### src/rtl/instr_assembler.sv
// Fetch-side instruction assembler: predecodes 6502/65C02 length, gathers bytes, FIFO-buffers.
// Ports: clk, rst_n, flush, in_valid/in_ready/in_data/in_pc, out_valid/out_ready/out_opcode/out_operand/out_len/out_pc/out_jam.
module instr_assembler #(
  parameter int DEPTH  = 4,
  parameter int CMOS   = 0,
  parameter int ADDR_W = 16
) (
  input  logic              clk,
  input  logic              rst_n,
  input  logic              flush,
  input  logic              in_valid,
  output logic              in_ready,
  input  logic [7:0]        in_data,
  input  logic [ADDR_W-1:0] in_pc,
  output logic              out_valid,
  input  logic              out_ready,
  output logic [7:0]        out_opcode,
  output logic [15:0]       out_operand,
  output logic [1:0]        out_len,
  output logic [ADDR_W-1:0] out_pc,
  output logic              out_jam
);

  localparam int PW = $clog2(DEPTH);
  localparam int CW = $clog2(DEPTH + 1);
  localparam logic [CW-1:0] FULL = CW'(DEPTH);

  typedef struct packed {
    logic [7:0]        opcode;
    logic [15:0]       operand;
    logic [1:0]        len;
    logic [ADDR_W-1:0] pc;
    logic              jam;
  } entry_t;

  typedef enum logic [1:0] {
    S_OPC,
    S_OP1,
    S_OP2
  } state_t;

  state_t            state;
  state_t            next_state;
  logic [7:0]        opc_q;
  logic [ADDR_W-1:0] pc_q;
  logic [1:0]        len_q;
  logic              jam_q;
  logic [7:0]        lo_q;

  entry_t            mem [DEPTH];
  logic [PW-1:0]     wr_ptr;
  logic [PW-1:0]     rd_ptr;
  logic [CW-1:0]     count;

  logic [1:0]        dec_len;
  logic              dec_jam;
  logic              xfer_in;
  logic              push;
  logic              pop;
  entry_t            entry;
  entry_t            head;

  assign in_ready  = rst_n && (count < FULL);
  assign out_valid = (count != '0);
  assign xfer_in   = in_valid && in_ready && !flush;
  assign pop       = out_valid && out_ready && !flush;

  always_comb begin
    dec_len = 2'd2;
    dec_jam = 1'b0;
    if (in_data == 8'h00 || in_data == 8'h40 ||
        in_data == 8'h60 ||
        (in_data[3:2] == 2'b10 && !in_data[0])) begin
      dec_len = 2'd1;
    end else if (CMOS == 0 &&
                 ((!in_data[7] && in_data[4:0] == 5'b00010) ||
                  in_data[4:0] == 5'b10010)) begin
      dec_len = 2'd1;
      dec_jam = 1'b1;
    end else if (in_data == 8'h20 ||
                 in_data[4:2] == 3'b011 ||
                 (in_data[4:2] == 3'b110 && in_data[0]) ||
                 in_data[4:2] == 3'b111) begin
      dec_len = 2'd3;
    end
  end

  always_comb begin
    next_state = state;
    push       = 1'b0;
    entry      = '0;
    unique case (state)
      S_OPC: begin
        if (xfer_in) begin
          if (dec_len == 2'd1) begin
            push  = 1'b1;
            entry = '{in_data, 16'h0000, 2'd1, in_pc, dec_jam};
          end else begin
            next_state = S_OP1;
          end
        end
      end
      S_OP1: begin
        if (xfer_in) begin
          if (len_q == 2'd2) begin
            push       = 1'b1;
            entry      = '{opc_q, {8'h00, in_data}, 2'd2, pc_q, jam_q};
            next_state = S_OPC;
          end else begin
            next_state = S_OP2;
          end
        end
      end
      S_OP2: begin
        if (xfer_in) begin
          push       = 1'b1;
          entry      = '{opc_q, {in_data, lo_q}, 2'd3, pc_q, jam_q};
          next_state = S_OPC;
        end
      end
      default: next_state = S_OPC;
    endcase
  end

  always_ff @(posedge clk or negedge rst_n) begin
    if (!rst_n) begin
      state <= S_OPC;
    end else if (flush) begin
      state <= S_OPC;
    end else begin
      state <= next_state;
    end
  end

  always_ff @(posedge clk or negedge rst_n) begin
    if (!rst_n) begin
      opc_q <= '0;
      pc_q  <= '0;
      len_q <= '0;
      jam_q <= 1'b0;
      lo_q  <= '0;
    end else begin
      if (xfer_in && state == S_OPC) begin
        opc_q <= in_data;
        pc_q  <= in_pc;
        len_q <= dec_len;
        jam_q <= dec_jam;
      end
      if (xfer_in && state == S_OP1) begin
        lo_q <= in_data;
      end
    end
  end

  always_ff @(posedge clk or negedge rst_n) begin
    if (!rst_n) begin
      for (int i = 0; i < DEPTH; i++) begin
        mem[i] <= '0;
      end
      wr_ptr <= '0;
      rd_ptr <= '0;
      count  <= '0;
    end else if (flush) begin
      wr_ptr <= '0;
      rd_ptr <= '0;
      count  <= '0;
    end else begin
      if (push) begin
        mem[wr_ptr] <= entry;
        wr_ptr      <= wr_ptr + PW'(1);
      end
      if (pop) begin
        rd_ptr <= rd_ptr + PW'(1);
      end
      unique case ({push, pop})
        2'b10:   count <= count + CW'(1);
        2'b01:   count <= count - CW'(1);
        default: count <= count;
      endcase
    end
  end

  // Head entry comes straight from the storage flops; reset clears them,
  // so all head fields read zero while rst_n is low.
  assign head        = mem[rd_ptr];
  assign out_opcode  = head.opcode;
  assign out_operand = head.operand;
  assign out_len     = head.len;
  assign out_pc      = head.pc;
  assign out_jam     = head.jam;

endmodule

### config.mk
export PLATFORM = sky130hd
export DESIGN_NAME = instr_assembler
export DESIGN_NICKNAME = d
export VERILOG_FILES = /design/src/rtl/instr_assembler.sv
export SDC_FILE = /design/constraint.sdc
export NUM_CORES = 1
export LEC_CHECK = 0
export CAP_MARGIN = 20
export CORE_MARGIN = 2
export CORE_UTILIZATION = 40
export CTS_CLUSTER_DIAMETER = 50
export DETAILED_ROUTE_END_ITERATION = 10
export SLEW_MARGIN = 10
export SYNTH_ARGS = -nofsm -noshare
export SYNTH_HDL_FRONTEND = slang
export SYNTH_SLANG_ARGS = --single-unit
### constraint.sdc
create_clock -name clk -period 3.1 [get_ports clk]
set_input_delay 0.465 -clock clk [delete_from_list [all_inputs] [get_ports clk]]
set_output_delay 0.465 -clock clk [all_outputs]
set_load 0.005 [all_outputs]
==> flow_metrics.tcl <==
set metrics [dict create \
    outcome "finished clean" \
    overflow 0 \
    ios 74 \
    p_leak_nw 4.96 \
    initial_core_util 0.408 \
    ys_types 51 \
    cp_max_fo 23 \
    die_area_um2 25200 \
    fin_area_um2 11800 \
    drt_iter0_markers 425 \
    synth_top_area_frac 0.564 \
    crit_arrival_ns 2.50 \
    firstDrtPassIters 4 \
    dieWidth_um 159 \
    area_delta_synth_final_pct 23.1 \
    cts-root-buf "clkbuf_16" \
    cts_buffers 27 \
    final_max_slew_viol_count 0 \
    place_congestion 0.752 \
    drt-total-wl_mm 22.5 \
    portBuffers 73 \
    final.setup.worst_slack_ns 0.138 \
    synthCells 847 \
    clock_skew_ns 0.0134 \
    syn-num-nets 881 \
    rows 56 \
    layout_min_cycle_time_ns 2.96 \
    grt_max_degree 180 \
    ys.flop_type "dfrtp_1" \
    grt_pass1_wl_mm 37.2 \
    period_share 0.955 \
    yosysTopAreaCell "dfrtp_1" \
    synth_area_leaders "dfrtp_1 56%, mux4_2 10%, nand2_1 8.5%" \
    drc 0 \
    max-cap-violations 0 \
    tns_ns 0 \
    die_y_um 159 \
    synth_area_per_cell_um2 11.3 \
    synth_area_um2 9580 \
    avgRoutedWirePerCell_um 17.9 \
    path_clk_slew_ns 0.06 \
    clock_latency_ns 0.52 \
    grt.total_usage 0.182 \
    hold_class "primary input to asynchronous set/reset pin" \
    vias 6630 \
    rsz0062_at_grt "false" \
    post_cts.repair.setup_buffers 0 \
    synth-warning-count 0 \
    yosysSeqAreaShare 0.564 \
    htreeDepth 1 \
    p_per_area_nw_per_um2 633 \
    dpl_worst_slack_ns -0.0201 \
    worstSetupEndpointType "output port" \
    required_ns 2.63 \
    finalHoldViolCount 0 \
    numClockSinks 216 \
    antenna_found_initial 0 \
    tritoncts "yes" \
    diodes 0 \
    clk_path_buf_depth 3 \
    synth-seq-cells 216 \
    layout-drive-gt1-share 0.174 \
    vdd_drop_max_v 0.000331 \
    cts_resized 0 \
    path_class "flip-flop to output port" \
    post_drt_via_cell_ratio 5.28 \
    synth_edf_count 0 \
    ant_nets 0 \
    tightestPinTransition_ns 1.06 \
    max_freq_mhz 338 \
    grt_pass1_vias 6734 \
    cp-start-kind "flip-flop" \
    power.total_mw 7.46 \
    coreArea_um2 23500 \
    finalSetupViolCount 0 \
    hpwlAfterDp_mm 14.2 \
    async_reset_ff_frac 1.00 \
    num-nets-final 951 \
    post_dp_cell_area_um2 10900 \
    slew-limit-headroom 0.292 \
    postCtsHoldBufs 0 \
]
[final timing paths]
| path | from | endpoint | slack (ns) | cells after the start |
|---|---|---|---|---|
| hold / removal | rst_n | wr_ptr[0] | 0.03 | 2 |
| min in group clk | jam_q | jam_q | 0.47 | 2 |
| setup / recovery | rd_ptr[0] | out_opcode[7] | 0.14 | 3 |
| hold reg to reg | jam_q | jam_q | 0.47 | 2 |
| max in group asynchronous | rst_n | mem[63] | 1.68 | 3 |
| setup reg to reg | len_q[0] | count[2] | 0.53 | 8 |
[per-stage QoR]
step / hold slack [ns] / util / cells
2_1_floorplan: 0.169 / - / 847
3_3_place_gp: 0.450 / 0.463 / 1207
3_5_place_dp: 0.461 / 0.463 / 1207
4_1_cts: 0.0318 / 0.502 / 1255
5_1_grt: 0.0624 / 0.502 / 1255
6_report: 0.0308 / 0.502 / 1255
[routing by layer]
| metal | track usage | part of all wire | up-vias |
|---|---|---|---|
| li1 | - | - | 3196 |
| met1 | 0.264 | 0.47 | 3265 |
| met3 | 0.0298 | 0.054 | 24 |
| met5 | 0 | 0 | - |
| met2 | 0.290 | 0.46 | 145 |
| met4 | 0.0388 | 0.013 | 0 |
[cell usage after synthesis (3+ instances only)]
library cell	count
o211ai_2	4
mux2_4	4
a22oi_1	7
buf_4	3
o21ai_0	24
nand2_1	218
a32oi_1	22
nor2b_1	7
a32o_1	32
or3_1	3
inv_1	3
a21oi_1	3
dfrtp_1	216
nor3_1	5
mux2_2	7
nor2_1	10
clkbuf_1	41
ha_1	4
buf_1	5
nand2b_1	3
o21ai_1	120
mux4_2	43
buf_2	28
[sequential cells by signal (all words and copies together), names as in the netlist]
name / cells
pc_q: 16
wr_ptr: 2
lo_q: 8
len_q: 2
state: 2
mem: 172
jam_q: 1
rd_ptr: 2
opc_q: 8
count: 3
[placed cells by master, fill, tap and decap left out, drive strengths merged, types with 2 or more instances in the layout]
master and count:
nor4bb 2, nand2 218, clkinvlp 2, nor3b 2
xor2 2, mux2 13, buf 45, a21oi 3
nand2b 3, o31ai 2, nor2b 7, nor3 6
clkinv 4, a32o 32, nor2 11, mux2i 2
nand3 2, clkbuf 37, a32oi 22, ha 4
o211ai 4, mux4 43, or3 3, inv 6
dfrtp 216, or4 2, clkdlybuf4s50 72, bufinv 3
o21ai 145, xnor2 2, or2 2, a22oi 7
a211oi 2
[report_power, final]
part | total (mW) | switching [mW] | internal, mW
clock network | 3.19 | 1.19 | 2.00
logic | 1.02 | 0.523 | 0.496
registers | 3.26 | 0.190 | 3.07
total | 7.46 | 1.90 | 5.56
[cells by family (layout without fill, tap and decap cells)]
| kind of cell | Yosys count | in the layout | share of synthesized area |
|---|---|---|---|
| AOI/OAI and AO/OA | 221 | 221 | 0.152 |
| xor gates and xnor gates | 4 | 4 | 0.00444 |
| adders and majority gates | 5 | 5 | 0.00731 |
| buffers and inverters | 80 | 169 | 0.0362 |
| DFF | 216 | 216 | 0.564 |
| muxes | 58 | 58 | 0.120 |
| and+or+nand+nor | 263 | 263 | 0.116 |
[critical path, stage by stage (launching register included)]
cell and delay (ns):
dfrtp_4 0.65, buf_12 0.28, mux4_2 0.58, clkdlybuf4s50_1 0.47
[layout make-up]
| class | instances | area (um^2) |
|---|---|---|
| flip-flops and latches | 216 | 5410 |
| clock inverters | 12 | 161 |
| multi-input cells | 551 | 3880 |
| repair buffers | 118 | 1160 |
| clock buffers | 36 | 769 |
| well taps | 319 | 399 |
| inverters | 3 | 11.3 |
| fillers | 2087 | 11700 |
(Power assumes the default switching activity.)
